==> src/rtl/team_wb_pkg.sv <==
// Shared definitions for the team Wishbone register bank:
// word offsets, bus width, access kinds and byte-lane helper.
package team_wb_pkg;

  localparam int WB_DW = 32;

  localparam int unsigned OFF_GPIO_OUT_LO = 0;
  localparam int unsigned OFF_GPIO_OUT_HI = 1;
  localparam int unsigned OFF_GPIO_OEB_LO = 2;
  localparam int unsigned OFF_GPIO_OEB_HI = 3;
  localparam int unsigned OFF_GPIO_IN_LO  = 4;
  localparam int unsigned OFF_GPIO_IN_HI  = 5;
  localparam int unsigned OFF_IRQ_STATUS  = 6;
  localparam int unsigned OFF_IRQ_MASK    = 7;
  localparam int unsigned OFF_USER_BASE   = 8;

  typedef enum logic [1:0] {
    RW,
    RO,
    W1C
  } acc_e;

  // Unmapped offsets behave as read-only zero.
  function automatic acc_e off_acc(
    input logic [31:0] off,
    input int unsigned nregs
  );
    acc_e a;
    a = RO;
    if (off == OFF_GPIO_IN_LO || off == OFF_GPIO_IN_HI)
      a = RO;
    else if (off == OFF_IRQ_STATUS)
      a = W1C;
    else if (off < OFF_USER_BASE)
      a = RW;
    else if (off - OFF_USER_BASE < nregs)
      a = RW;
    return a;
  endfunction

  function automatic logic [WB_DW-1:0] lane_mask(
    input logic [3:0] sel
  );
    logic [WB_DW-1:0] m;
    for (int b = 0; b < 4; b++)
      m[8*b +: 8] = {8{sel[b]}};
    return m;
  endfunction

endpackage

==> src/rtl/team_wb_irq_ctrl.sv <==
// Interrupt controller: rising-edge capture into sticky
// STATUS, write-one-to-clear, MASK, registered irq_o.
module team_wb_irq_ctrl #(
  parameter int NUM_IRQ = 3
) (
  input  logic               clk_i,
  input  logic               rst_i,
  input  logic [NUM_IRQ-1:0] src_i,
  input  logic               mask_we_i,
  input  logic [NUM_IRQ-1:0] mask_wd_i,
  input  logic [NUM_IRQ-1:0] clr_i,
  output logic [NUM_IRQ-1:0] status_o,
  output logic [NUM_IRQ-1:0] mask_o,
  output logic [NUM_IRQ-1:0] irq_o
);

  logic [NUM_IRQ-1:0] src_q;
  logic [NUM_IRQ-1:0] status_q, status_d;
  logic [NUM_IRQ-1:0] mask_q, mask_d;
  logic [NUM_IRQ-1:0] irq_q;

  // A new edge is OR-ed in after the clear so it wins.
  always_comb begin
    status_d = (status_q & ~clr_i) | (src_i & ~src_q);
    mask_d   = mask_we_i ? mask_wd_i : mask_q;
  end

  // Edge history, sticky status, mask and output line.
  always_ff @(posedge clk_i or posedge rst_i) begin
    if (rst_i) begin
      src_q    <= '0;
      status_q <= '0;
      mask_q   <= '0;
      irq_q    <= '0;
    end else begin
      src_q    <= src_i;
      status_q <= status_d;
      mask_q   <= mask_d;
      irq_q    <= status_q & mask_q;
    end
  end

  assign status_o = status_q;
  assign mask_o   = mask_q;
  assign irq_o    = irq_q;

endmodule

==> src/rtl/team_wb_regbank.sv <==
// Wishbone classic slave: GPIO, IRQ and user registers.
// Optional WB_BYTE_SEL_EN: honour sel_i byte lanes on writes.
module team_wb_regbank
  import team_wb_pkg::*;
#(
  parameter logic [31:0] BASE_ADDR = 32'h3000_0000,
  parameter int WIN_BITS = 8,
  parameter int NUM_REGS = 8,
  parameter int NUM_IRQ  = 3,
  parameter int GPIO_W   = 34
) (
  input  logic                  clk_i,
  input  logic                  rst_i,
  input  logic                  ncs,
  input  logic [31:0]           adr_i,
  input  logic [31:0]           dat_i,
  input  logic [3:0]            sel_i,
  input  logic                  we_i,
  input  logic                  cyc_i,
  input  logic                  stb_i,
  output logic                  ack_o,
  output logic [31:0]           dat_o,
  input  logic [GPIO_W-1:0]     gpio_in,
  output logic [GPIO_W-1:0]     gpio_out,
  output logic [GPIO_W-1:0]     gpio_oeb,
  input  logic [NUM_IRQ-1:0]    irq_src_i,
  output logic [NUM_REGS*32-1:0] usr_reg_o,
  output logic [NUM_REGS-1:0]   usr_wr_o,
  output logic [NUM_IRQ-1:0]    irq_o
);

  logic              ack_q, ack_d;
  logic [31:0]       dat_q, dat_d;
  logic [GPIO_W-1:0] gout_q, gout_d;
  logic [GPIO_W-1:0] goeb_q, goeb_d;
  logic [GPIO_W-1:0] sync1_q, sync2_q;
  logic [31:0]       usr_q [NUM_REGS];
  logic [31:0]       usr_d [NUM_REGS];
  logic [NUM_REGS-1:0] uwr_q, uwr_d;

  logic        in_win, req, wr;
  logic [31:0] off, lmask, rdat;
  acc_e        acc;
  logic [63:0] gout64, goeb64, gin64;
  logic [63:0] gout_w, goeb_w;
  logic [31:0] stat32, mask32;
  logic [31:0] clr_w, mask_w;
  logic [NUM_IRQ-1:0] status, mask;
  logic [NUM_IRQ-1:0] irq_clr;
  logic        mask_we;
  logic        unused;

  assign in_win = adr_i[31:WIN_BITS] == BASE_ADDR[31:WIN_BITS];
  assign req = cyc_i & stb_i & ~ncs & in_win & ~ack_q;
  assign off = 32'(adr_i[WIN_BITS-1:2]);
  assign acc = off_acc(off, NUM_REGS);
  assign wr  = req & we_i & (acc != RO);

`ifdef WB_BYTE_SEL_EN
  assign lmask = lane_mask(sel_i);
`else
  assign lmask = '1;
`endif

  function automatic logic [31:0] merge(
    input logic [31:0] old,
    input logic [31:0] nw,
    input logic [31:0] m
  );
    return (old & ~m) | (nw & m);
  endfunction

  // Zero-extend narrow registers to full readable words.
  always_comb begin
    gout64 = '0;
    goeb64 = '0;
    gin64  = '0;
    stat32 = '0;
    mask32 = '0;
    gout64[GPIO_W-1:0]  = gout_q;
    goeb64[GPIO_W-1:0]  = goeb_q;
    gin64[GPIO_W-1:0]   = sync2_q;
    stat32[NUM_IRQ-1:0] = status;
    mask32[NUM_IRQ-1:0] = mask;
  end

  // GPIO write path; bits above GPIO_W fall away.
  always_comb begin
    gout_w = gout64;
    goeb_w = goeb64;
    if (wr) begin
      case (off)
        OFF_GPIO_OUT_LO:
          gout_w[31:0] = merge(gout64[31:0], dat_i, lmask);
        OFF_GPIO_OUT_HI:
          gout_w[63:32] = merge(gout64[63:32], dat_i, lmask);
        OFF_GPIO_OEB_LO:
          goeb_w[31:0] = merge(goeb64[31:0], dat_i, lmask);
        OFF_GPIO_OEB_HI:
          goeb_w[63:32] = merge(goeb64[63:32], dat_i, lmask);
        default: ;
      endcase
    end
    gout_d = gout_w[GPIO_W-1:0];
    goeb_d = goeb_w[GPIO_W-1:0];
  end

  // IRQ mask write and lane-masked W1C.
  always_comb begin
    clr_w  = dat_i & lmask;
    mask_w = merge(mask32, dat_i, lmask);
  end

  assign mask_we = wr & (off == OFF_IRQ_MASK);
  assign irq_clr = (wr && off == OFF_IRQ_STATUS) ?
                   clr_w[NUM_IRQ-1:0] : '0;

  // User register writes and their strobe pulses.
  always_comb begin
    for (int i = 0; i < NUM_REGS; i++) begin
      usr_d[i] = usr_q[i];
      uwr_d[i] = 1'b0;
      if (wr && off == OFF_USER_BASE + 32'(i)) begin
        usr_d[i] = merge(usr_q[i], dat_i, lmask);
        uwr_d[i] = 1'b1;
      end
    end
  end

  // Read mux; unmapped offsets return zero.
  always_comb begin
    rdat = '0;
    case (off)
      OFF_GPIO_OUT_LO: rdat = gout64[31:0];
      OFF_GPIO_OUT_HI: rdat = gout64[63:32];
      OFF_GPIO_OEB_LO: rdat = goeb64[31:0];
      OFF_GPIO_OEB_HI: rdat = goeb64[63:32];
      OFF_GPIO_IN_LO:  rdat = gin64[31:0];
      OFF_GPIO_IN_HI:  rdat = gin64[63:32];
      OFF_IRQ_STATUS:  rdat = stat32;
      OFF_IRQ_MASK:    rdat = mask32;
      default: begin
        for (int i = 0; i < NUM_REGS; i++)
          if (off == OFF_USER_BASE + 32'(i))
            rdat = usr_q[i];
      end
    endcase
  end

  // Ack is the registered request; read data rides with it.
  always_comb begin
    ack_d = req;
    dat_d = (req & ~we_i) ? rdat : '0;
  end

  // Bus response registers.
  always_ff @(posedge clk_i or posedge rst_i) begin
    if (rst_i) begin
      ack_q <= 1'b0;
      dat_q <= '0;
      uwr_q <= '0;
    end else begin
      ack_q <= ack_d;
      dat_q <= dat_d;
      uwr_q <= uwr_d;
    end
  end

  // GPIO registers and two-flop input synchroniser.
  always_ff @(posedge clk_i or posedge rst_i) begin
    if (rst_i) begin
      gout_q  <= '0;
      goeb_q  <= '1;
      sync1_q <= '0;
      sync2_q <= '0;
    end else begin
      gout_q  <= gout_d;
      goeb_q  <= goeb_d;
      sync1_q <= gpio_in;
      sync2_q <= sync1_q;
    end
  end

  // User control registers.
  always_ff @(posedge clk_i or posedge rst_i) begin
    if (rst_i) begin
      for (int i = 0; i < NUM_REGS; i++)
        usr_q[i] <= '0;
    end else begin
      for (int i = 0; i < NUM_REGS; i++)
        usr_q[i] <= usr_d[i];
    end
  end

  team_wb_irq_ctrl #(
    .NUM_IRQ(NUM_IRQ)
  ) u_irq (
    .clk_i     (clk_i),
    .rst_i     (rst_i),
    .src_i     (irq_src_i),
    .mask_we_i (mask_we),
    .mask_wd_i (mask_w[NUM_IRQ-1:0]),
    .clr_i     (irq_clr),
    .status_o  (status),
    .mask_o    (mask),
    .irq_o     (irq_o)
  );

  for (genvar g = 0; g < NUM_REGS; g++) begin : g_usr
    assign usr_reg_o[32*g +: 32] = usr_q[g];
  end

  assign ack_o    = ack_q;
  assign dat_o    = dat_q;
  assign gpio_out = gout_q;
  assign gpio_oeb = goeb_q;
  assign usr_wr_o = uwr_q;

  assign unused = ^{adr_i[1:0], sel_i, gout_w, goeb_w,
                    clr_w, mask_w};

endmodule

==> config.mk <==
export PLATFORM = sky130hd
export DESIGN_NAME = team_wb_regbank
export DESIGN_NICKNAME = d
export VERILOG_FILES = /design/src/rtl/team_wb_pkg.sv /design/src/rtl/team_wb_irq_ctrl.sv /design/src/rtl/team_wb_regbank.sv
export SDC_FILE = /design/constraint.sdc
export NUM_CORES = 1
export LEC_CHECK = 0
export CORE_MARGIN = 8
export CORE_UTILIZATION = 50
export CTS_BUF_LIST = sky130_fd_sc_hd__clkbuf_8
export DETAILED_ROUTE_END_ITERATION = 16
export PLACE_DENSITY = 0.81
export SLEW_MARGIN = 5
export SYNTH_ARGS = -nofsm -noshare
export SYNTH_HDL_FRONTEND = slang
export SYNTH_SLANG_ARGS = --single-unit
==> constraint.sdc <==
create_clock -name clk_i -period 24 [get_ports clk_i]
set_input_delay 7.2 -clock clk_i [delete_from_list [all_inputs] [get_ports clk_i]]
set_output_delay 7.2 -clock clk_i [all_outputs]
set_load 0.1 [all_outputs]
* Word-level counts from Yosys, hierarchy flattened
Index checks and enable logic that the tools add are counted.
** Storage, ports and cells
- Register bits after elaboration :: 445
- Output and inout port bits :: 368
** Operators by class
- Reductions and logical operators :: 15
- Mux-type cells :: 23
- Bitwise operators :: 17
- Order comparisons :: 2
- Equal/unequal tests :: 17
- $add $sub $neg :: 1
** Operators with widths (count)
- 32-bit 2-to-1 mux :: 9
- 32-bit one-hot mux with 8 select lines :: 1
- 6-bit by 4-bit equality test with 1-bit output, second input constant :: 8
- 32-bit logical NOT :: 1
- 32-bit by 4-bit < comparator with 1-bit output, second input constant :: 1
- 24-bit by 22-bit equality test with 1-bit output, second input constant :: 1
- 6-bit by 3-bit equality test with 1-bit output, second input constant :: 4
- 6-bit by 2-bit equality test with 1-bit output, second input constant :: 2
- 3-bit AND :: 3
- 1-bit logical AND :: 9
- 1-bit 2-to-1 mux :: 9
- 1-bit AND :: 8
- 2-bit AND reduction :: 4
- 6-bit by 4-bit subtractor with 7-bit output, second input constant :: 1
- 6-bit by 1-bit equality test with 1-bit output, second input constant :: 1
- 6-bit by 4-bit < comparator with 1-bit output, second input constant :: 1
- 2-bit 2-to-1 mux :: 3
- 3-bit inverter :: 2
- 3-bit 2-to-1 mux :: 1
- 1-bit inverter :: 3
- 3-bit OR :: 1
- 2-bit by 1-bit != test with 1-bit output, second input constant :: 1
- 1-bit logical OR :: 1

* Depth between registers and ports, before layout
Gate-level depths: netlist of run 1.
- Depth in word-level cells :: 13
- Depth in mapped cells :: 10
- Mapped depth without buffers :: 7

* Modules after synthesis
Synthesis of run 1 repeated with hierarchy kept, for this count alone.
** Unflattened totals
- Cell total of the unflattened synthesis :: 1312
- Area total of the unflattened synthesis :: 18739.2 um^2
** By module, submodules not included
- team_wb_regbank :: cells an instance 1284, area each 18341.3 um^2, seq. area each 10877.9 um^2, times used 1
- team_wb_irq_ctrl :: cells an instance 28, area each 397.9 um^2, seq. area each 300.3 um^2, times used 1

* Least setup slack after synthesis of run 1
OpenSTA, ideal clock, no wires.
- Path type :: input to register
- Start :: input port adr_i[5]
- End :: register usr_q, in the netlist usr_reg_o[115]
- Cell stages on the path :: 10
- Slack :: 14.391 ns
- Data required time :: 23.872 ns
- Arrival time :: 9.480 ns
- Setup time :: 0.128 ns
- Buffers on the path :: 3
- Cell sequence :: clkbuf_1 -> inv_1 -> ha_1 -> ha_1 -> a31oi_1 -> a2111oi_4 -> buf_4 -> nand2_1 -> buf_2 -> mux2_1
** On the way
- Longest elaborated chain between the ends :: 9
** Ends and longest elaborated chain
- from (decl) :: line team_wb_regbank.sv:15 : input logic [31:0] adr_i,
- 6-bit by 4-bit subtractor with 7-bit output :: line team_wb_pkg.sv:36 : else if (off - OFF_USER_BASE < nregs)
- 32-bit by 4-bit < comparator with 1-bit output :: line team_wb_pkg.sv:36
- 1-bit 2-to-1 mux :: line team_wb_pkg.sv:36
- 2-bit 2-to-1 mux :: line team_wb_pkg.sv:34 : else if (off < OFF_USER_BASE)
- 2-bit 2-to-1 mux :: line team_wb_pkg.sv:32 : else if (off == OFF_IRQ_STATUS)
- 2-bit 2-to-1 mux :: line team_wb_pkg.sv:30 : if (off == OFF_GPIO_IN_LO || off == OFF_GPIO_IN_HI)
- 2-bit by 1-bit != test with 1-bit output :: line team_wb_regbank.sv:57 : assign wr = req & we_i & (acc != RO);
- 1-bit AND :: line team_wb_regbank.sv:57
- 1-bit logical AND * :: line team_wb_regbank.sv:123 : if (wr && off == OFF_USER_BASE + 32'(i)) begin
- to (signal, indexed assignment) :: line team_wb_regbank.sv:191 : usr_q[i] <= usr_d[i];
- to (decl) :: line team_wb_regbank.sv:37 : logic [31:0] usr_q [NUM_REGS];
Every way passes the cells marked *; elsewhere a longest branch is shown, timed or not.
A chain may end at the register's enable or synchronous reset.

* Final worst setup path of run 1
- Start :: input port adr_i[5]
- End :: register usr_q, in the netlist usr_reg_o[168]
The elaborated chain is that of the path after synthesis.

==> metrics.md, run 1 <==
| Metric | Value |
|---|---|
| Endpoint of the most critical register-to-register path | usr_reg_o[168] |
| Number of buffer cells added on primary ports | 472 |
| Setup Skew | 0.0294 ns |
| Register-to-register path setup slack | 20.06 ns |
| EDFF count, synth | 0 |
| Total wirelength of the detailed-routed design | 69000 um |
| Switch Pwr | 362 uW |
| Area of the die | around 43000 um^2 |
| Synth async-reset ratio | 100% |
| Shortest clock period the worst path allows after layout | 11.40 ns |
| Nature of the critical path endpoint | flip-flop |
| Capture endpoint of the worst hold path | sync2_q[28] |
| Syn_area_per_cell | 13.8 um^2 |
| Remaining number of nets flagged by the antenna check after routing | 0 |
| Hold Vio Cnt, Final | 0 |
| Cell types with the largest area share after synthesis | sky130_fd_sc_hd__dfrtp_1 (57%), sky130_fd_sc_hd__mux2_2 (20%), sky130_fd_sc_hd__dfstp_2 (4.9%) |
| Outcome | completed |
| Residual DRC | 0 |
| Portion of total power attributed to the clock network | 46.6% |
| Post-layout net count | 1891 |
| Final count of negative-setup-slack endpoints | 0 |
| Final Slew Violations | 0 |
| Detailed placement HPWL | ~45000 um |
| Hold buffer count at CTS | 0 |
| Worst-case clock buffer depth | 3 |
| Worst-Skew Late Latency | 0.63 ns |
| Switching share of power | 23.5% |
| Share of final-layout standard cells stronger than drive strength 1 | 29.9% |
| TritonCTS buffer count | between 70 and 80 |
| Synthesized area | ~18000 um^2 |
| Chip width | 207 um |
| Top FF cell, synth | sky130_fd_sc_hd__dfrtp_1 |
| Distinct cell type count of the synthesized netlist | 53 |
| Pwr per Cell Area | 61.5 nW/um^2 |
| R2r worst-path depth | 5 |
| Logic pwr share | 4.0% |
| Type of the tightest min-delay check | reg -> reg |
| Startpoint of the worst hold path | sync1_q[28] |
| Required time of the critical path | 24.49 ns |
| Type of the worst setup path | in -> reg |
| Post-CTS setup repair buffer count | 0 |
| Library cell with the highest instance count after synthesis | sky130_fd_sc_hd__dfrtp_1 |
| Synthesized Nets | 1429 |
| Wire per inst | 29.9 um |
| Cell type with the largest total area after synthesis | sky130_fd_sc_hd__dfrtp_1 |
| Residual overflow from global routing | 0 |
| Routability cong. | 0.909 |
| Worst slack after detailed placement | ~12 ns |
| Maximum number of pins on one net before global-route repair | roughly 140 |
| Initial Utilization | 50.2% |
| Via count of the first global-routing pass | between 15000 and 20000 |
| Clock transition time at the flip-flop clock pins of the worst setup and hold paths | about 0.06 ns |
| Placeable core region | 36300 um^2 |
| Antenna violations before repair | 3 |
| Highest clock frequency the design can meet | 0.0877 GHz |
| Total GRT Usage | a little under a third |
| Pre-Repair DR Iteration Count | 6 |
| Count of cells along the worst hold path | 0 |
| FF-to-FF Start | ack_o |
| Synthesized flop and latch total | between 400 and 500 |
| Clock Sinks | 445 |
| Number of standard-cell rows in the floorplan | 70 |
| Wire length of the first global-routing pass | around 100000 um |
| Chip height | slightly above 200 um |
| CTS tree | yes |
| H-Tree Level Count | 3 |
| Launch point of the critical path | adr_i[5] |
| Fraction of power consumed by sequential logic | between 40 and 50% |
| Maximum resistive drop on vdd | 48.0 uV |
| Vias post-DR | 14300 |
| Max-Cap Viols | 0 |
| Area overhead of the layout relative to synthesis | 37.3% |
| Violation count after the first detailed-routing iteration | 1221 |
| Synthesized netlist cell count | 1315 |
| Clk Tree Root Cell | sky130_fd_sc_hd__clkbuf_8 |
| Setup Total Neg Slack | 0 ns |
| Post-cts repair resize count | 0 |
| Maximum net fanout on the critical path | 33 |
| P_leak | between 10 and 15 nW |
| Most instantiated cells after synthesis | sky130_fd_sc_hd__dfrtp_1 (411), sky130_fd_sc_hd__mux2_2 (322), sky130_fd_sc_hd__clkbuf_1 (60) |
| I/O Pins | 479 |
| Startpoint Class | input pin |
| Fraction of the cycle the final worst path needs | 47.5% |
| Number of vias per cell | roughly 6.2 |
| Total number of yosys warnings | 0 |
| Post-layout worst setup margin | 12.60 ns |
| Tightest Pin Transition | 1.32 ns |
| Design internal power | roughly 1.2 mW |
| RSZ-0062 raised after global routing | false |
| Share of the yosys chip area belonging to registers | 61.4% |
| Signal arrival time at the worst endpoint | 11.89 ns |
| Slew Limit Headroom | approximately an eighth |
| Tightest hold margin | 0.348 ns |
| Share of Yosys cell area claimed by the top area cell type | between 50% and 60% |
[power groups by stage]
stage / logic (mW) / registers (mW) / clock network, mW
after floorplan: 0.0293 / 0.772 / 0
after global placement: 0.0601 / 0.772 / 0
after detailed placement: 0.0615 / 0.772 / 0
after CTS: 0.0619 / 0.759 / 0.723
after global routing: 0.0670 / 0.759 / 0.758
final: 0.0616 / 0.759 / 0.716
[cell families after synthesis]
kind of cell / after synthesis / share of synthesized area, %
muxes: 331 / 20.5
xor gates and xnor gates: 1 / 0.0481
buffers and inverters: 137 / 3.00
and+or+nand+nor: 161 / 4.35
DFF: 445 / 61.4
AOI/OAI and AO/OA: 237 / 10.5
adders and majority gates: 3 / 0.206
[cell usage in the layout (no fill, tap or decap), types with 4 or more instances in the layout]
cell,count
sky130_fd_sc_hd__a211oi_1,5
sky130_fd_sc_hd__a21oi_1,33
sky130_fd_sc_hd__a221oi_1,39
sky130_fd_sc_hd__a222oi_1,19
sky130_fd_sc_hd__a22o_1,25
sky130_fd_sc_hd__a22oi_1,44
sky130_fd_sc_hd__a311oi_1,19
sky130_fd_sc_hd__and2_1,4
sky130_fd_sc_hd__buf_4,35
sky130_fd_sc_hd__clkbuf_8,100
sky130_fd_sc_hd__clkdlybuf4s50_1,471
sky130_fd_sc_hd__clkinv_2,13
sky130_fd_sc_hd__dfrtp_1,411
sky130_fd_sc_hd__dfstp_2,34
sky130_fd_sc_hd__diode_2,4
sky130_fd_sc_hd__inv_1,32
sky130_fd_sc_hd__mux2_1,7
sky130_fd_sc_hd__mux2_2,322
sky130_fd_sc_hd__nand2_1,22
sky130_fd_sc_hd__nand2_2,11
sky130_fd_sc_hd__nand3_1,22
sky130_fd_sc_hd__nand4_1,4
sky130_fd_sc_hd__nor2_1,36
sky130_fd_sc_hd__nor3_1,21
sky130_fd_sc_hd__nor3_2,5
sky130_fd_sc_hd__nor4_1,8
sky130_fd_sc_hd__o211a_1,4
sky130_fd_sc_hd__o21ai_0,4
sky130_fd_sc_hd__o221a_2,6
sky130_fd_sc_hd__o22ai_1,6
sky130_fd_sc_hd__o31a_1,19
[sequential cells by signal, summed over array words and instances, names as in the netlist]
| register | flops |
|---|---|
| sync2_q | 34 |
| usr_wr_o | 8 |
| usr_reg_o | 256 |
| u_irq.irq_o | 3 |
| gpio_oeb | 34 |
| gpio_out | 34 |
| dat_o | 32 |
| ack_o | 1 |
| u_irq.status_o | 3 |
| sync1_q | 34 |
| u_irq.src_q | 3 |
| u_irq.mask_o | 3 |
[how the worst max path moves through the flow]
stage / to / slack [ns] / depth (start not counted)
CTS: usr_reg_o[116] / 12.72 / 9
finish: usr_reg_o[168] / 12.60 / 8
floorplan: ack_o / 4.46 / 1
global route: usr_reg_o[116] / 12.41 / 9
global placement: usr_reg_o[181] / 12.13 / 8
detailed placement: usr_reg_o[116] / 12.05 / 9
[layout make-up]
type	count	area, um^2
tap	468	586
multi-input combinational	733	6560
clock buffer	100	1380
timing repair buffer	507	4980
sequential	445	11200
inverter	16	67.6
antenna	4	10.0
fill	2609	11300
clock inverter	38	234
[metal layers]
metal | up-vias | share of wire, % | wire, um | GRT usage [%]
li1 | 5857 | - | - | -
met1 | 7382 | 37 | 25200 | 38.3
met2 | 901 | 47 | 32400 | 50.2
met3 | 209 | 12 | 8000 | 11.6
met4 | 0 | 4.8 | 3330 | 16.6
met5 | - | 0 | 0 | 0
[critical path: stages]
cell and delay (ns):
sky130_fd_sc_hd__clkdlybuf4s50_1 0.91, sky130_fd_sc_hd__inv_1 0.22, sky130_fd_sc_hd__ha_1 0.26, sky130_fd_sc_hd__ha_1 0.29, sky130_fd_sc_hd__a31oi_1 0.11, sky130_fd_sc_hd__a2111oi_4 1.21, sky130_fd_sc_hd__nand2_2 1.06, sky130_fd_sc_hd__mux2_2 0.59
[per-stage QoR]
step	power, mW	instances	utilization, %	cell area, um^2
3_5_place_dp	0.833	2169	64.4	23400
5_1_grt	1.58	2310	68.9	25000
3_3_place_gp	0.832	2169	64.4	23400
4_1_cts	1.54	2307	68.9	25000
2_1_floorplan	0.801	1315	-	18200
6_report	1.54	2311	68.9	25000
(Power assumes the default switching activity.)
==> inputs of run 2 (changes only) <==
Settings changed: CORE_UTILIZATION 50 to 46, PLACE_DENSITY 0.81 to 0.78.
Clock period 24 ns to 10.2 ns, I/O delays scaled along.
==> run 2 against run 1 <==
  * Global-route usage shrank 2.9 points
  * Critical endpoint is now usr_reg_o[142]
  * Hold slack got worse by 0.0051 ns
  * Register-to-register slack lost 13 ns
  * Sequential share of layout area increased by 0.13 points
  * Clock power increased by 120%
  * Critical path type unchanged
  * Largest cell class unchanged
  * Final area fell by 0.30%
  * Die area rose by 8.0%
  * Flip-flop and latch count stayed put
  * Final cell count is 2.0% higher
  * Setup slack worse by 9.0 ns
==> metrics.md, run 2 (synthesis gave the netlist of run 1 again) <==
| Metric | Value |
|---|---|
| Top metal layer carrying routed signals | met4 (unchanged) |
| Type of the tightest min-delay check | reg -> reg (unchanged) |
| Startpoint Class | input pin (unchanged) |
| Nature of the critical path endpoint | flip-flop (unchanged) |
| Sum of met3 wire segment lengths after detailed routing | 7270 um (was 8000 um) |
| Worst-Skew Late Latency | 0.63 ns (about the same) |
| Antenna violations before repair | 0 (was 3) |
| Pre-Repair DR Iteration Count | 5 (was 6) |
| Chip width | 215 um (was 207 um) |
| Hold Vio Cnt, Final | 0 (unchanged) |
| Tightest hold margin | 0.343 ns (was 0.348 ns) |
| Pwr per Cell Area | 140 nW/um^2 (was 61.5 nW/um^2) |
| Signal arrival time at the worst endpoint | 7.11 ns (was 11.89 ns) |
| Detailed placement HPWL | 44900 um (was 45200 um) |
| Switching share of power | 23.4% (was 23.5%) |
| Max-Cap Viols | 0 (unchanged) |
| Commonest cells after routing, fill and taps aside | sky130_fd_sc_hd__clkdlybuf4s50_1 (470), sky130_fd_sc_hd__dfrtp_1 (411), sky130_fd_sc_hd__mux2_2 (322) (was sky130_fd_sc_hd__clkdlybuf4s50_1 (471), sky130_fd_sc_hd__dfrtp_1 (411), sky130_fd_sc_hd__mux2_2 (322)) |
| Residual overflow from global routing | 0 (unchanged) |
| Fraction of power consumed by sequential logic | 51.0% (was 49.4%) |
| Final Slew Violations | 0 (unchanged) |
| Clk Tree Root Cell | sky130_fd_sc_hd__clkbuf_8 (unchanged) |
| Chip height | 215 um (was 207 um) |
| Wire length of the first global-routing pass | 101000 um (was 99800 um) |
| Hold buffer count at CTS | 0 (unchanged) |
| Capture endpoint of the worst hold path | sync2_q[2] (was sync2_q[28]) |
| Share of final-layout standard cells stronger than drive strength 1 | 28.7% (was 29.9%) |
| Type of the worst setup path | in -> reg (unchanged) |
| Worst stage delay on the critical path | 0.90 ns (was 1.21 ns) |
| Flip-flop count of the largest register, all copies and words added | 256 (unchanged) |
| Logic pwr share | 4.2% (was 4.0%) |
| Area of the die | 46200 um^2 (was 42800 um^2) |
| Final count of negative-setup-slack endpoints | 0 (unchanged) |
| Metal1 wirelength | 26000 um (was 25200 um) |
| Via count of the first global-routing pass | 15100 (about the same) |
| Clock Sinks | 445 (unchanged) |
| Number of vias per cell | 5.99 (was 6.21) |
| Setup Total Neg Slack | 0 ns (unchanged) |
| Register-to-register path setup slack | 7.01 ns (was 20.06 ns) |
| CP max-delay cell | sky130_fd_sc_hd__clkdlybuf4s50_1 (was sky130_fd_sc_hd__a2111oi_4) |
| Outcome | completed (unchanged) |
| Violation count after the first detailed-routing iteration | 1142 (was 1221) |
| Highest clock frequency the design can meet | approximately 0.15 GHz |
| Portion of total power attributed to the clock network | 44.8% (was 46.6%) |
| Initial Utilization | 46.2% (was 50.2%) |
| Fraction of the cycle the final worst path needs | between 60% and 70% |
| Final Non-Filler Cells | 2358 (was 2311) |
| Maximum resistive drop on vdd | 104 uV (was 48.0 uV) |
| H-Tree Level Count | 3 (unchanged) |
| Post-layout net count | 1886 (was 1891) |
| Post-cts repair resize count | 0 (unchanged) |
| Endpoint of the most critical register-to-register path | usr_reg_o[142] (was usr_reg_o[168]) |
| Cell repeated most along the worst path | sky130_fd_sc_hd__ha_1 (unchanged) |
| RSZ-0062 raised after global routing | false (unchanged) |
| Vias post-DR | 14100 (was 14300) |
| Post-CTS setup repair buffer count | 0 (unchanged) |
| Routability cong. | 0.847 (was 0.909) |
| Shortest clock period the worst path allows after layout | 6.61 ns |
| P_leak | 11.5 nW (was 11.6 nW) |
| Remaining number of nets flagged by the antenna check after routing | 0 (unchanged) |
| Residual DRC | 0 (unchanged) |
| Count of cells along the worst hold path | 0 (unchanged) |
| Setup Skew | 0.0213 ns (was 0.0294 ns) |
| Worst-path cell chain | clkdlybuf4s50_1 -> inv_1 -> ha_1 -> ha_1 -> a31oi_1 -> a2111oi_4 -> buf_4 -> nand2_2 -> mux2_2 (was clkdlybuf4s50_1 -> inv_1 -> ha_1 -> ha_1 -> a31oi_1 -> a2111oi_4 -> nand2_2 -> mux2_2) |
| Post-route total power | 3.50 mW (was 1.54 mW) |
| Tightest Pin Transition | 1.23 ns (was 1.32 ns) |
| Area overhead of the layout relative to synthesis | 36.9% (was 37.3%) |
| Wire per inst | 29.2 um (was 29.9 um) |
| Crit path max-delay family | buffers and inverters (was compound AO/OA/AOI/OAI gates) |
| Worst-case clock buffer depth | 3 (unchanged) |
| CTS tree | yes (unchanged) |
| Worst Path Buf+Inv | 3 (was 2) |
| TritonCTS buffer count | 74 (unchanged) |
| Number of standard-cell rows in the floorplan | 73 (was 70) |
| R2r worst-path depth | 6 (was 5) |
| Startpoint of the worst hold path | sync1_q[2] (was sync1_q[28]) |
| Sum of met2 wire segment lengths after detailed routing | 32700 um (was 32400 um) |
| Maximum net fanout on the critical path | 33 (unchanged) |
| Count of placed standard cells including taps | 2221 (was 2169) |
| Total GRT Usage | 29.0% (was 31.9%) |
| Placement-stage cell area | 23400 um^2 (about the same) |
| Antenna Cells | 0 (was 4) |
| Maximum number of pins on one net before global-route repair | 186 (was 138) |
| Switch Pwr | 820 uW (was 362 uW) |
| FF-to-FF Start | ack_o (unchanged) |
| Number of buffer cells added on primary ports | 472 (unchanged) |
| Total wirelength of the detailed-routed design | 68900 um (was 69000 um) |
| Design internal power | 2.68 mW (was 1.17 mW) |
| Required time of the critical path | 10.69 ns (was 24.49 ns) |
| Slew Limit Headroom | 18.0% (was 11.7%) |
| I/O Pins | 479 (unchanged) |
| Placeable core region | 39400 um^2 (was 36300 um^2) |
| Area of all placed cells without fillers | 24900 um^2 (was 25000 um^2) |
| Most common library cell in the layout ignoring fill and taps | sky130_fd_sc_hd__clkdlybuf4s50_1 (unchanged) |
| Clock transition time at the flip-flop clock pins of the worst setup and hold paths | 0.06 ns (about the same) |
[run 2: cell types whose count changed in the layout (fill, tap and decap cells not counted), sizes merged]
| cell | previous run | this run |
|---|---|---|
| clkinv | 14 | 5 |
| diode | 4 | 0 |
| clkbuf | 100 | 89 |
| buf | 36 | 32 |
| clkdlybuf4s50 | 471 | 470 |
| inv | 36 | 52 |
| clkinvlp | 2 | 5 |
[run 2: layer usage]
layer  track usage (%)  vias to the layer above
met3              9.66                      177
met2              46.1                      833
met1              35.8                     7286
li1                  -                     5821
met5                 0                        -
met4              12.8                        0
[run 2: through the flow]
step	util (%)	setup WS (ns)
2_1_floorplan	-	1.15
3_3_place_gp	59.5	3.10
3_5_place_dp	59.5	3.06
4_1_cts	63.3	3.69
5_1_grt	63.3	3.53
6_report	63.3	3.59
[run 2: area by class of cell]
class | count | area (um^2)
clock buffers | 89 | 1220
well taps | 525 | 657
multi-input cells | 733 | 6560
repair buffers | 502 | 4970
flip-flops and latches | 445 | 11200
fillers | 3006 | 14500
clock inverters | 48 | 269
inverters | 16 | 63.8
[run 2: worst register-to-register path: cells and delay by family (launching register included)]
kind,cells,cell delay [ns]
AOI/OAI and AO/OA,1,0.55
buffers and inverters,1,0.31
DFF,1,0.40
muxes,1,0.60
and+or+nand+nor,3,1.18
[run 2: worst max-delay path by stage]
stage / from / endpoint / slack (ns) / cells past startpoint
CTS: adr_i[5] / usr_reg_o[142] / 3.69 / 9
global route: adr_i[5] / usr_reg_o[142] / 3.53 / 9
detailed placement: adr_i[5] / usr_reg_o[150] / 3.06 / 9
floorplan: rst_i / ack_o / 1.15 / 1
global placement: adr_i[5] / usr_reg_o[144] / 3.10 / 9
finish: adr_i[5] / usr_reg_o[142] / 3.59 / 9
[run 2: power groups by stage]
stage	clock [mW]	sequential, mW	combinational, mW
6_report	1.57	1.78	0.147
3_5_place_dp	0	1.82	0.147
3_3_place_gp	0	1.82	0.144
2_1_floorplan	0	1.82	0.0692
4_1_cts	1.59	1.78	0.148
5_1_grt	1.67	1.78	0.159
==> variant 1: new RTL, config.mk and constraints of run 2 <==
Change the parameter `GPIO_W` from 34 to 17.
--- a/src/rtl/team_wb_regbank.sv
+++ b/src/rtl/team_wb_regbank.sv
@@ -9,3 +9,3 @@
   parameter int NUM_IRQ  = 3,
-  parameter int GPIO_W   = 34
+  parameter int GPIO_W   = 17
 ) (
Interface: changed (resized gpio_in, gpio_oeb and gpio_out); port bits go from 479 to 428. No check against the original RTL was run, so the function may have changed too.
==> variant 1 against run 2 <==
  * Worst setup slack better by 0.12 ns
  * Fmax rose by 1.8%
  * Power decreased by 14%
  * Wire length down 15%
  * Register-to-register slack gained 0.11 ns
  * Synthesized area decreased by 12%
  * Design area shrank 13%
  * Non-clock buffer count shrank 60
  * Sequential cell count is 68 lower
  * Critical path type unchanged
  * Critical endpoint is now usr_reg_o[181]
  * Largest cell class unchanged
==> variant 1: results (changes against run 2) <==
Synthesis
  – Gate Count Post-Synth: 1174 (-11%)
  – Post-Synth XOR/XNOR Area: 0% (-0.048 points)
  – Top cells by count, synth: dfrtp_1, mux2_2, nand2_1, a21oi_1, nor2_1
  – Post-synthesis mux area share: 21.1% (+0.64 points)
  – Sequential area share after synthesis: 59.2% (-2.2 points)
  – Synth Area in Compound Gates: 9.68% (-0.83 points)
  – Post-Synth Adder-Cell Area: 0.235% (+0.029 points)
  – Synthesized net count: 1271 (-11%)
  – Synth area leaders: dfrtp_1, mux2_2, dfstp_2

Clock tree
  – H-tree levels: 2 (-1)
  – CTS buffer count: 59 (-20%)

Layout
  – Final nets: 1680 (-11%)
  – Post-route insts no fill: 2087 (-11%)
  – Share of cells above drive strength 1: 27.4% (-1.3 points)

Power and ir drop
  – Maximum vdd drop: 0.0995 mV (-4.5%)
  – Pleak: 10.2 nW (-12%)

Run status
  – Status: complete, no violations

Global routing
  – First-pass GRT wire length: 86.0 mm (-15%)
  – Number of global-route vias before repair: 13100 (-13%)
  – Initial antenna violation count: 1 (+1)

Worst hold path
  – HP Start: sync1_q[12]
  – Worst Hold End: sync2_q[12]

Placement
  – Detailed placement HPWL: 38.4 mm (-15%)
  – Buffers on Ports: 421 (-11%)
  – Setup WS pre-CTS: 3.14 ns (+0.0766 ns)
  – Placement-stage cell area: 20500 sq um (-13%)
  – Post-Place Cells: 1977 (-11%)

Drt
  – Starting DRT DRC Count: 1113 (-2.5%)

Critical path
  – Worst reg2reg endpoint: usr_reg_o[181]
  – CP arrival: 7.00 ns (-0.11 ns)
  – Crit-path max cell delay: 0.72 ns (-0.18 ns)
  – Flop2flop setup slack: 7.12 ns (+0.11 ns)
variant 1: cell types whose count changed after synthesis, sizes merged, moves of 19 or more:
cell | run 2 | this run
mux2 | 329 | 293
a221oi | 39 | 16
a311oi | 19 | 0
dfrtp | 411 | 360
a22oi | 44 | 20
clkbuf | 60 | 33
variant 1: logic make-up (layout without fill, tap and decap cells):
family                     after synthesis  count (layout)
DFF                                    377             377
other                                    0               1
muxes                                  300             300
adders and majority gates                3               3
AOI/OAI and AO/OA                      201             201
and+or+nand+nor                        191             191
buffers and inverters                  102             559
variant 1: report_power, final:
| part | leakage (nW) | switching, mW | total [mW] | internal [mW] |
|---|---|---|---|---|
| clock network | 0.737 | 0.610 | 1.39 | 0.777 |
| logic | 4.32 | 0.0832 | 0.129 | 0.0454 |
| registers | 5.11 | 0.00207 | 1.51 | 1.50 |
variant 1: layer usage:
| metal | global-route usage, % | wire length (um) | vias up |
|---|---|---|---|
| li1 | - | - | 5226 |
| met1 | 34.8 | 23200 | 6468 |
| met2 | 43.3 | 27300 | 632 |
| met3 | 7.91 | 5100 | 143 |
| met4 | 13.5 | 2640 | 0 |
| met5 | 0 | 0 | - |
variant 1: worst max-delay path by stage:
stage | end | depth (start not counted)
2_1_floorplan | ack_o | 1
3_3_place_gp | usr_reg_o[211] | 10
3_5_place_dp | usr_reg_o[181] | 10
4_1_cts | usr_reg_o[208] | 10
5_1_grt | usr_reg_o[176] | 10
6_report | usr_reg_o[181] | 10
variant 1: worst reg2reg max path: stages (launching register included):
cell       delay [ns]
dfrtp_1          0.38
nor4_1           0.17
nand4_1          0.34
a2111oi_4        0.42
buf_4            0.34
nand2_2          0.72
mux2_2           0.57
variant 1: cell type report:
class	instances	area, sq um
Multi-Input combinational cell	695	6050
Inverter	8	33.8
Sequential cell	377	9460
Timing Repair Buffer	442	4380
Clock buffer	77	1060
Fill cell	2625	12600
Tap cell	455	569
Clock inverter	32	248
Antenna cell	1	2.50
==> variant 2: new RTL, flow settings as in run 2 <==
Without the edit above. Add an input register stage for `irq_src_i`, without a reset; this delays it by one clock. The other inputs are not delayed to match.
--- a/src/rtl/team_wb_regbank.sv
+++ b/src/rtl/team_wb_regbank.sv
@@ -31,2 +31,8 @@
 
+  logic [NUM_IRQ-1:0] irq_src_q;
+
+  always_ff @(posedge clk_i) begin
+    irq_src_q <= irq_src_i;
+  end
+
   logic              ack_q, ack_d;
@@ -199,3 +205,3 @@
     .rst_i     (rst_i),
-    .src_i     (irq_src_i),
+    .src_i     (irq_src_q),
     .mask_we_i (mask_we),
Behaviour: not the same (a bounded check fails within 4 cycles, from zero or initial values and one cycle with rst_i high).
==> variant 2 against run 2 <==
  * Design area up 1.5%
  * Worst setup slack got worse by 0.048 ns
  * Core utilization barely moved
  * Fmax is 0.73% lower
  * Sequential cell count increased by 3
  * Power increased by 0.47%
  * Synthesized area grew 2.5%
  * Hold slack lost 0.0036 ns
  * Wire length increased by 5.5%
==> variant 2: results (changes against run 2) <==
Synthesis
  – Yosys cell types: 55 (+3.8%)
  – Gate Count Post-Synth: 1356 (+3.1%)
  – Asr flop ratio synth: 99.3% (-0.67 points)
  – Top cells by count, synth: dfrtp_1, mux2_2, clkbuf_1, nand3_1, nand2_1
  – Sequential area share after synthesis: 60.2% (-1.2 points)
  – Primary FF master, synth: dfrtp_1
  – Synthesized net count: 1470 (+2.9%)
  – Synth area leaders: dfrtp_1, mux2_2, dfstp_2

Timing
  – Endpoints failing hold: 0 (unchanged)
  – Setup ws final: 3.54 ns (-0.0484 ns)
  – Clk_skew: 0.0196 ns (-0.00166 ns)
  – Slew HR: 15.7% (-2.4 points)

Critical path
  – CP endpoint: usr_reg_o[68]
  – Setup crit start: adr_i[4]
  – Flop2flop setup slack: 7.02 ns (about the same)
  – CP arrival: 7.17 ns (+0.06 ns)
  – Critical path's slowest cell: or3_1
  – Crit-path max cell delay: 1.00 ns (+0.10 ns)
  – Worst reg2reg endpoint: usr_reg_o[37]
  – Critical path fanouts, max: 21 (-36%)

Power and ir drop
  – PD cells: 139 nW/um^2 (-0.98%)
  – Maximum vdd drop: 0.133 mV (+28%)
  – Pleak: 11.5 nW (about the same)

Clock tree
  – Post-CTS Setup Bufs: 0 (unchanged)
  – Worst skew pair latency: 0.63 ns (about the same)
  – CTS buffer count: 76 (+2.7%)
  – H-tree levels: 3 (unchanged)

Run status
  – Status: complete, no violations

Layout
  – # fillers: 3032 (+0.86%)
  – Final nets: 1919 (+1.7%)
  – Post-route insts no fill: 2390 (+1.4%)
  – Share of cells above drive strength 1: 28.2% (-0.53 points)

Placement
  – Post-Place Cells: 2252 (+1.4%)
  – Gp weighted congestion: 0.846 (-0.12%)
  – Buffers on Ports: 472 (unchanged)
  – Detailed placement HPWL: 46.4 mm (+3.2%)
  – Placement-stage cell area: 23800 sq um (+1.7%)
  – Setup WS pre-CTS: 2.91 ns (-0.153 ns)

Global routing
  – GRT Resource Usage Total: 29.9% (+0.82 points)
  – Number of global-route vias before repair: 15500 (+2.9%)
  – First-pass GRT wire length: 105 mm (+3.9%)
  – Initial antenna violation count: 3 (+3)
  – Largest net degree at the start of global routing: 185 (-0.54%)

Drt
  – Avg WL per Cell: 30.4 um (+4.1%)
  – Vias per inst: 6.15 (+2.7%)
  – Detail Route Antenna Nets: 0 (unchanged)
  – Starting DRT DRC Count: 1374 (+20%)
## variant 2: worst min path at each step
| stage | slack (ns) | start | cells past startpoint | to |
|---|---|---|---|---|
| floorplan | 0.33 | sync1_q[0] | 0 | sync2_q[0] |
| global placement | 0.33 | sync1_q[20] | 0 | sync2_q[20] |
| detailed placement | 0.33 | sync1_q[12] | 0 | sync2_q[12] |
| CTS | 0.34 | sync1_q[7] | 0 | sync2_q[7] |
| global route | 0.35 | sync1_q[6] | 0 | sync2_q[6] |
| finish | 0.34 | sync1_q[7] | 0 | sync2_q[7] |
## variant 2: final cells by class
class | count | share of cell area, %
Timing Repair Buffer | 502 | 19.7
Inverter | 12 | 0.193
Antenna cell | 1 | 0.00990
Multi-Input combinational cell | 765 | 27.3
Sequential cell | 448 | 44.5
Clock inverter | 45 | 0.782
Clock buffer | 92 | 5.01
Tap cell | 525 | 2.60
## variant 2: power breakdown
part / total, mW / leakage [nW] / switching (mW) / internal, mW
clock network: 1.56 / 0.881 / 0.739 / 0.817
logic: 0.160 / 4.73 / 0.106 / 0.0536
registers: 1.80 / 5.93 / 0.00474 / 1.79
## variant 2: worst max-delay path, delay by kind of cell
family / cells / cell delay, ns
and+or+nand+nor: 3 / 2.32
buffers and inverters: 2 / 1.33
muxes: 1 / 0.39
## variant 2: metal layers
metal / vias up / track usage (%) / share of wire (%)
met2: 905 / 48.6 / 48
met4: 4 / 13.8 / 4.6
met5: - / 0 / 0.041
met1: 7572 / 35.4 / 37
li1: 5984 / - / -
met3: 225 / 10.2 / 11
## variant 2: cell families (layout without fill, tap and decap cells)
kind of cell	Yosys count	after routing	synth area share [%]
AO/OA/AOI/OAI	225	225	9.73
adder cells (fa/ha/maj)	3	3	0.201
XOR/XNOR	1	1	0.0470
AND/OR/NAND/NOR	198	198	5.53
flip-flops	448	448	60.2
buffers and inverters	143	651	3.29
other	0	1	0
multiplexers	338	338	21.0
